<file path="config.mk">
export PLATFORM = sky130hd
export DESIGN_NAME = serial_frame_rx
export DESIGN_NICKNAME = d
export VERILOG_FILES = /design/src/rtl/serial_frame_rx.sv
export SDC_FILE = /design/constraint.sdc
export NUM_CORES = 1
export LEC_CHECK = 0
export CAP_MARGIN = 10
export CORE_MARGIN = 2
export CORE_UTILIZATION = 60
export CTS_BUF_LIST = sky130_fd_sc_hd__clkbuf_4
export DETAILED_ROUTE_END_ITERATION = 8
export PLACE_DENSITY = 0.87
export SLEW_MARGIN = 20
export SYNTH_ARGS = -nofsm -noshare
export SYNTH_HDL_FRONTEND = slang
export SYNTH_SLANG_ARGS = --single-unit
</file>
<file path="constraint.sdc">
create_clock -name clk -period 3 [get_ports clk]
set_clock_uncertainty 0.1 [all_clocks]
set_input_delay 0.45 -clock clk [delete_from_list [all_inputs] [get_ports clk]]
set_output_delay 0.45 -clock clk [all_outputs]
set_load 0.02 [all_outputs]
</file>
<file path="src/rtl/serial_frame_rx.sv">
// Serial frame receiver: hunts for a sync word, then deserialises WORDS
// parity-protected words per frame and presents good words as a DAC code.
module serial_frame_rx #(
    parameter int unsigned       DATA_W     = 8,
    parameter int unsigned       OUT_W      = 12,
    parameter int unsigned       SYNC_W     = 8,
    parameter logic [SYNC_W-1:0] SYNC       = 8'hA5,
    parameter int unsigned       WORDS      = 2,
    parameter bit                PARITY_ODD = 1'b0
) (
    input  logic              clk,
    input  logic              arst,
    input  logic              en,
    input  logic              data,
    output logic              done,
    output logic [DATA_W-1:0] q,
    output logic              parity_err,
    output logic [OUT_W-1:0]  signal_out,
    output logic              locked,
    output logic [7:0]        err_cnt
);

    localparam int unsigned FW = $clog2(SYNC_W + 1);
    localparam int unsigned BW = $clog2(DATA_W);
    localparam int unsigned WW = $clog2(WORDS + 1);

    localparam logic [FW-1:0] FILL_MAX   = FW'(SYNC_W);
    localparam logic [FW-1:0] FILL_MATCH = FW'(SYNC_W - 1);
    localparam logic [BW-1:0] BIT_LAST   = BW'(DATA_W - 1);
    localparam logic [WW-1:0] WORD_LAST  = WW'(WORDS - 1);

    typedef enum logic [1:0] {
        HUNT,
        PAYLOAD,
        PARITY
    } state_t;

    state_t              state, next_state;
    logic [SYNC_W-1:0]   sync_sr;
    logic [SYNC_W-1:0]   sync_next;
    logic [FW-1:0]       fill;
    logic [BW-1:0]       bit_cnt;
    logic [WW-1:0]       word_cnt;
    logic [DATA_W-1:0]   word_sr;
    logic                match;
    logic                parity_ok;

    always_comb begin
        sync_next  = {sync_sr[SYNC_W-2:0], data};
        match      = (sync_next == SYNC) && (fill >= FILL_MATCH);
        parity_ok  = ((^word_sr) ^ data) == PARITY_ODD;
        next_state = state;
        if (en) begin
            case (state)
                HUNT:    if (match) next_state = PAYLOAD;
                PAYLOAD: if (bit_cnt == BIT_LAST) next_state = PARITY;
                PARITY:  next_state = (word_cnt == WORD_LAST) ? HUNT : PAYLOAD;
                default: next_state = HUNT;
            endcase
        end
    end

    always_ff @(posedge clk or negedge arst) begin
        if (!arst) begin
            state <= HUNT;
        end else begin
            state <= next_state;
        end
    end

    always_ff @(posedge clk or negedge arst) begin
        if (!arst) begin
            sync_sr    <= '0;
            fill       <= '0;
            bit_cnt    <= '0;
            word_cnt   <= '0;
            word_sr    <= '0;
            done       <= 1'b0;
            q          <= '0;
            parity_err <= 1'b0;
            signal_out <= '0;
            err_cnt    <= '0;
        end else begin
            done <= 1'b0;
            if (en) begin
                case (state)
                    HUNT: begin
                        // Hunt history is cleared on leaving HUNT and untouched
                        // elsewhere, so every re-entry starts from an empty history.
                        if (match) begin
                            sync_sr  <= '0;
                            fill     <= '0;
                            bit_cnt  <= '0;
                            word_cnt <= '0;
                        end else begin
                            sync_sr <= sync_next;
                            if (fill != FILL_MAX) fill <= fill + 1'b1;
                        end
                    end
                    PAYLOAD: begin
                        word_sr <= {word_sr[DATA_W-2:0], data};
                        bit_cnt <= (bit_cnt == BIT_LAST) ? '0 : bit_cnt + 1'b1;
                    end
                    PARITY: begin
                        done       <= 1'b1;
                        q          <= word_sr;
                        parity_err <= !parity_ok;
                        if (parity_ok) begin
                            signal_out <= OUT_W'(word_sr) << (OUT_W - DATA_W);
                        end else if (err_cnt != '1) begin
                            err_cnt <= err_cnt + 1'b1;
                        end
                        word_cnt <= (word_cnt == WORD_LAST) ? '0 : word_cnt + 1'b1;
                    end
                    default: ;
                endcase
            end
        end
    end

    assign locked = (state != HUNT);

endmodule

</file>
==> results.toml, run 1 <==
[critical_path]
worstSetupStartpointType = "flop"
crit_type = "reg -> out"
crit_buf_inv = 1
peak_per_stage_delay_on_the_critical_path_ps = 540
worst_reg2reg_path_depth = 5
critical_path.reg2reg.startpoint = "word_sr[2]"
setup.worst_path.start = "state[0]"
timing.rr.end = "signal_out[9]"
crit_fanout = 10
crit_path_leading_delay_family = "buffers and inverters"
worst_endpoint_required_time_ps = 2450
worst_ep_arrival_time_ps = 1740
worst-r2r-setup-slack_ps = 870
cp_cell_sequence = "or2_2 > clkdlybuf4s50_1"
timing.critical_path.slowest_stage_cell = "clkdlybuf4s50_1"
worst_setup_path_end_kind = "output pin"

[cts]
cts.sink_count = 52
cts.path.max_buffers = 2
insertion_delay_ps = 390
cts.repair_timing.setup_buffer_count = 0
clk_pin_slew_ps = 150
h-tree-depth = 2
cts_inserted_buffers = 5
cts-root-buf = "clkbuf_4"
tritoncts = "done"

[layout]
post_route_cells_drive_above_1_share = 0.1365
finalNonFillerCells = 297
layout_common_cells = "53 x nand2_1, 52 x dfrtp_1, 29 x clkdlybuf4s50_1"
layout.cells.most_common = "nand2_1"
stdcell_area_um2 = 2761
fin_util = 0.7486
layout.nets = 257
antenna_cells = 0
layout.filler_cells = 261
layout_area_growth_over_synthesis_pct = 18.66

[sta]
maxSlewViolCount = 0
grt_setup_unrepaired = "false"
setup_tns_ps = 0
timing.max_slew.rel_slack = 0.6435
setup_viol = 0
report.final.hold_viol_count = 0
holdWs_ps = 397.0
final.period_utilization = 0.7650
fmax_ghz = 0.4357
tightestPinTransition_ps = 530.7
final.min_clock_period_ps = 2295

[route]
vias_post_dr = 1636
avgViaCountPerCell = 5.508
first_iter_violations = 133
route.detailed.wl_per_inst_um = 14.11
drc = 0
drtAntennaViolNets = 0
routed_wl_um = 4191
drt_pre_antenna_iters = 4

[global_routing]
grt_pass1_wl_um = 7245
grt_start_max_net_pins = 32
antenna_violations_before_repair = 0
grt_pass1_vias = 1505
track_usage = 0.2253
globalRoute.totalOverflow = 0

[yosys]
synth_adder_area_share = 0.02688
synth-warning-count = 0
synth-simple-area-share = 0.1672
post_synth_instance_area_um2 = 2327
synth.distinct_cells = 34
portion_of_the_post_synthesis_area_used_by_sequential_elements = 0.5591
complex_gate_fraction_of_the_synthesized_area = 0.06075
post_synth_inst_count = 213
synth_ff_type = "dfrtp_1"
synth_edf_count = 0
post_synthesis_share_of_cell_area_spent_on_xor_and_xnor_gates = 0.06344
synth-seq-cells = 52
postSynth.asyncResetShare = 1.000
muxShareOfSynthArea = 0.08710
synth_top_family_by_area = "simple AND/OR/NAND/NOR gates"
syn_area_per_cell_um2 = 10.93

[outcome]
status = "complete, no violations"

[worst_hold_path]
hp-start = "q[6]"
hold_depth = 2
hold_path_class = "reg -> reg"
min_delay_worst_endpoint = "q[6]"

[floorplanning]
ioPinCount = 35
fp.dieW_um = 66.28
initial_core_util = 0.6309
dieArea_um2 = 4393
die_height_um = 66.28
core_area_um2 = 3689
number_of_standard_cell_rows_in_the_floorplan = 22

[placement]
gp_congestion = 0.8111
dpl.hpwl_um = 2973
placed_instance_count = 288
io_buffer_count = 30
post_dp_cell_area_um2 = 2668

[pwr]
vdd_drop_max_mv = 0.5049
leakage_power_total_uw = 0.001364
power-per-cell-area_nw_per_um2 = 903.7

[job]
number_of_max_cap_violations = 0
[worst min-delay path: stages (launching register included)]
cell and delay (ps):
dfrtp_1 370, nand2_1 50, nand2_1 50
[repair_timing]
| action | CTS | global route |
|---|---|---|
| resized for setup | 0 | 0 |
| endpoints found under the hold margin | 21 | 0 |
| hold buffers | 1 | 0 |
[layout make-up]
cell class                 count  area (µm²)  area share
tap                           48       60.06     0.02175
inverter                       8       30.03     0.01087
clock buffer                   6       45.04     0.01631
sequential                    52        1301      0.4712
clock inverter                 2       38.79     0.01405
timing repair buffer          34       327.8      0.1187
multi-input combinational    147       958.4      0.3471
[sequential cells by signal (all words and copies together) (netlist names)]
| signal | cells |
|---|---|
| bit_cnt | 3 |
| done | 1 |
| err_cnt | 8 |
| fill | 4 |
| parity_err | 1 |
| q | 8 |
| signal_out | 8 |
| state | 2 |
| sync_sr | 7 |
| word_cnt | 2 |
| word_sr | 8 |
[cell usage after synthesis, types with 2 or more instances]
| cell type | count | area [µm²] |
|---|---|---|
| xnor2_1 | 4 | 35.03 |
| ha_1 | 5 | 62.56 |
| nor2b_1 | 3 | 18.77 |
| nand3_1 | 7 | 35.03 |
| nand4bb_1 | 2 | 22.52 |
| inv_1 | 8 | 30.03 |
| mux2_2 | 18 | 202.7 |
| a21oi_1 | 2 | 10.01 |
| buf_4 | 4 | 30.03 |
| o21ai_0 | 12 | 60.06 |
| xor2_1 | 7 | 61.31 |
| a32o_1 | 2 | 20.02 |
| nor2_1 | 5 | 18.77 |
| nand4_1 | 2 | 12.51 |
| dfrtp_1 | 52 | 1301 |
| clkbuf_1 | 5 | 18.77 |
| nor3_1 | 6 | 30.03 |
| nand2_1 | 53 | 198.9 |
[layer usage]
layer	vias up	track usage	wire [µm]	share of wire
met4	0	0.09439	72	0.017
met1	794	0.2975	1923	0.46
li1	787	-	-	-
met5	-	0	0	0
met2	48	0.3513	1987	0.47
met3	7	0.06133	207	0.049
[power by group]
part | internal (µW) | switching, µW
registers | 897 | 204
clock network | 188 | 222
logic | 492 | 493
[kinds of logic after synthesis]
group	after synthesis
AO/OA/AOI/OAI	22
XOR/XNOR	13
adder cells (fa/ha/maj)	5
buffers and inverters	17
flip-flops	52
multiplexers	18
other	1
AND/OR/NAND/NOR	85
[worst max-delay path by stage]
| stage | end | slack (ps) | cells past startpoint |
|---|---|---|---|
| finish | locked | 710 | 2 |
| global placement | err_cnt[1] | 470 | 6 |
| floorplan | err_cnt[1] | 1030 | 5 |
| CTS | locked | 690 | 2 |
| detailed placement | signal_out[9] | 410 | 6 |
| global route | locked | 640 | 2 |
[through the flow]
stage                     worst slack, ps  power (µW)
final                               705.0        2496
after global routing                642.5        2670
after CTS                           690.0        2513
after detailed placement            405.9        2103
after global placement              473.9        2057
after floorplan                      1033        1826
No activity file was read; power rests on OpenSTA's default activity.
==> inputs of run 2 (changes only) <==
--- a/config.mk
+++ b/config.mk
@@ -7,10 +7,10 @@
 export LEC_CHECK = 0
 export CAP_MARGIN = 10
 export CORE_MARGIN = 2
-export CORE_UTILIZATION = 60
+export CORE_UTILIZATION = 50
 export CTS_BUF_LIST = sky130_fd_sc_hd__clkbuf_4
 export DETAILED_ROUTE_END_ITERATION = 8
-export PLACE_DENSITY = 0.87
+export PLACE_DENSITY = 0.78
 export SLEW_MARGIN = 20
 export SYNTH_ARGS = -nofsm -noshare
 export SYNTH_HDL_FRONTEND = slang
==> constraint.sdc (replaced) <==
create_clock -name clk -period 2.05 [get_ports clk]
set_clock_uncertainty 0.1 [all_clocks]
set_input_delay 0.3075 -clock clk [delete_from_list [all_inputs] [get_ports clk]]
set_output_delay 0.3075 -clock clk [all_outputs]
set_load 0.02 [all_outputs]
==> run 2 against run 1 <==
Net effect: sequential power grew 45%; cell area grew 4.3%; flip-flop and latch count is the same; utilization shrank 9.6 points; count of clock-buffer cells in the layout is the same; worst hold slack lost 76 ps; clock power grew 10%; sequential share of layout area shrank 1.9 points; critical path type is now reg -> reg; largest cell class unchanged; highest routed layer unchanged.
==> results.toml, run 2 (same netlist as run 1, synthesis figures left out) <==
[sta]
final.period_utilization = 0.9686
grt_setup_unrepaired = "true"
setup_viol = 0
maxSlewViolCount = 0
report.final.hold_viol_count = 0
final.min_clock_period_ps = 1986
layout_setup_ws_ps = 64.37
fmax_ghz = 0.5036

[critical_path]
crit_buf_inv = 0
worstSetupStartpointType = "flop"
worst_reg2reg_path_depth = 5
worst_endpoint_required_time_ps = 2210
crit_type = "reg -> reg"
timing.critical_path.slowest_stage_cell = "dfrtp_2"
crit_fanout = 9
worst_setup_path_end_kind = "flop"
worst_ep_arrival_time_ps = 2150
peak_per_stage_delay_on_the_critical_path_ps = 470
path_depth = 5
cp_cell_sequence = "xnor2_2 > xnor3_2 > xnor2_4 > nand2_4 > mux2_2"
crit_path_leading_delay_family = "XOR/XNOR gates"

[placement]
dpl.hpwl_um = 3042
io_buffer_count = 30
gp_congestion = 0.7580
dp_slack_ps = -303.3

[pwr]
leakage_power_total_uw = 0.001430
vdd_drop_max_mv = 0.8708
power-per-cell-area_nw_per_um2 = 1351

[worst_hold_path]
hold_path_class = "in -> async"

[cts]
h-tree-depth = 2
cts_inserted_buffers = 5
cts.repair_timing.setup_buffer_count = 0
clk_pin_slew_ps = 140
cts.path.max_buffers = 2
cts-root-buf = "clkbuf_4"
insertion_delay_ps = 370
tritoncts = "done"
cts.sink_count = 52

[layout]
antenna_cells = 0
layout_common_cells = "53 x nand2_1, 50 x dfrtp_1, 28 x clkdlybuf4s50_1"
seqCellArea_um2 = 1304
fin_util = 0.6525
multi_input_gate_area_in_the_final_layout_um2 = 968.4
layout.cells.most_common = "nand2_1"
layout.filler_cells = 348
layout.nets = 271
layout_area_growth_over_synthesis_pct = 23.76
post_route_cells_drive_above_1_share = 0.1939

[floorplanning]
ioPinCount = 35
dieArea_um2 = 5216
initial_core_util = 0.5272
fp.dieW_um = 72.23
die_height_um = 72.23
number_of_standard_cell_rows_in_the_floorplan = 24
core_area_um2 = 4414

[global_routing]
grt_pass1_vias = 1451
antenna_violations_before_repair = 0
grt_start_max_net_pins = 35
track_usage = 0.1730
grt_pass1_wl_um = 6831
globalRoute.totalOverflow = 0

[job]
number_of_max_cap_violations = 0

[outcome]
status = "complete, no violations"

[route]
drc = 0
avgViaCountPerCell = 5.095
vias_post_dr = 1605
route.detailed.wl_per_inst_um = 13.17
drt_pre_antenna_iters = 4
drtAntennaViolNets = 0
routed_wl_um = 4147
first_iter_violations = 62
## run 2: changes by cell type in the layout (fill, tap and decap cells not counted), sizes merged
cell           change
clkdlybuf4s50      -1
clkinvlp           +1
buf               +14
dlygate4sd2        +1
clkinv             +1
bufinv             -1
inv                -1
## run 2: worst paths after layout
kind,to,from,slack (ps)
max,signal_out[5],word_sr[4],60
max in group asynchronous,state[0],arst,990
min in group clk,q[2],q[2],400
min,sync_sr[5],arst,320
max reg2reg,signal_out[5],word_sr[4],60
min reg2reg,q[2],q[2],400
## run 2: metal layers
layer / global-route usage / share of wire
met3: 0.04167 / 0.042
met4: 0.06918 / 0.017
met5: 0 / 0
met2: 0.2640 / 0.46
met1: 0.2400 / 0.48
## run 2: through the flow
step / hold slack [ps] / instances / setup TNS [ps] / total power (µW) / instance area (µm²)
global route: 328.5 / 315 / -5.364 / 4143 / 2880
global placement: 176.7 / 306 / -3819 / 3380 / 2803
floorplan: -88.09 / 216 / 0 / 2672 / 2338
detailed placement: 185.0 / 306 / -4394 / 3434 / 2803
finish: 320.5 / 315 / 0 / 3892 / 2880
CTS: 304.7 / 315 / 0 / 3878 / 2869
## run 2: timing repair
action | CTS | global route
resized for setup | 2 | 3
hold endpoints to repair | 18 | 0
pin swaps | 0 | 1
hold buffers | 1 | 0
setup endpoints to repair | 1 | 15
## run 2: worst register-to-register path: cells and delay by family (launching register included)
| family | cells | cell delay [ps] |
|---|---|---|
| multiplexers | 1 | 300 |
| AND/OR/NAND/NOR | 1 | 140 |
| flip-flops | 1 | 470 |
| XOR/XNOR | 3 | 860 |
## run 2: area by class of cell
class	instances	share of cell area
clock buffers	6	0.01564
clock inverters	2	0.003910
inverters	8	0.01043
multi-input cells	147	0.3362
flip-flops and latches	52	0.4527
well taps	52	0.02259
repair buffers	48	0.1586
## run 2: power by group
group	internal, µW	leakage [µW]	switching [µW]
Clock	144	0.0000293	307
Sequential	1320	0.000675	275
Combinational	1030	0.000725	825
Total	2490	0.00143	1410
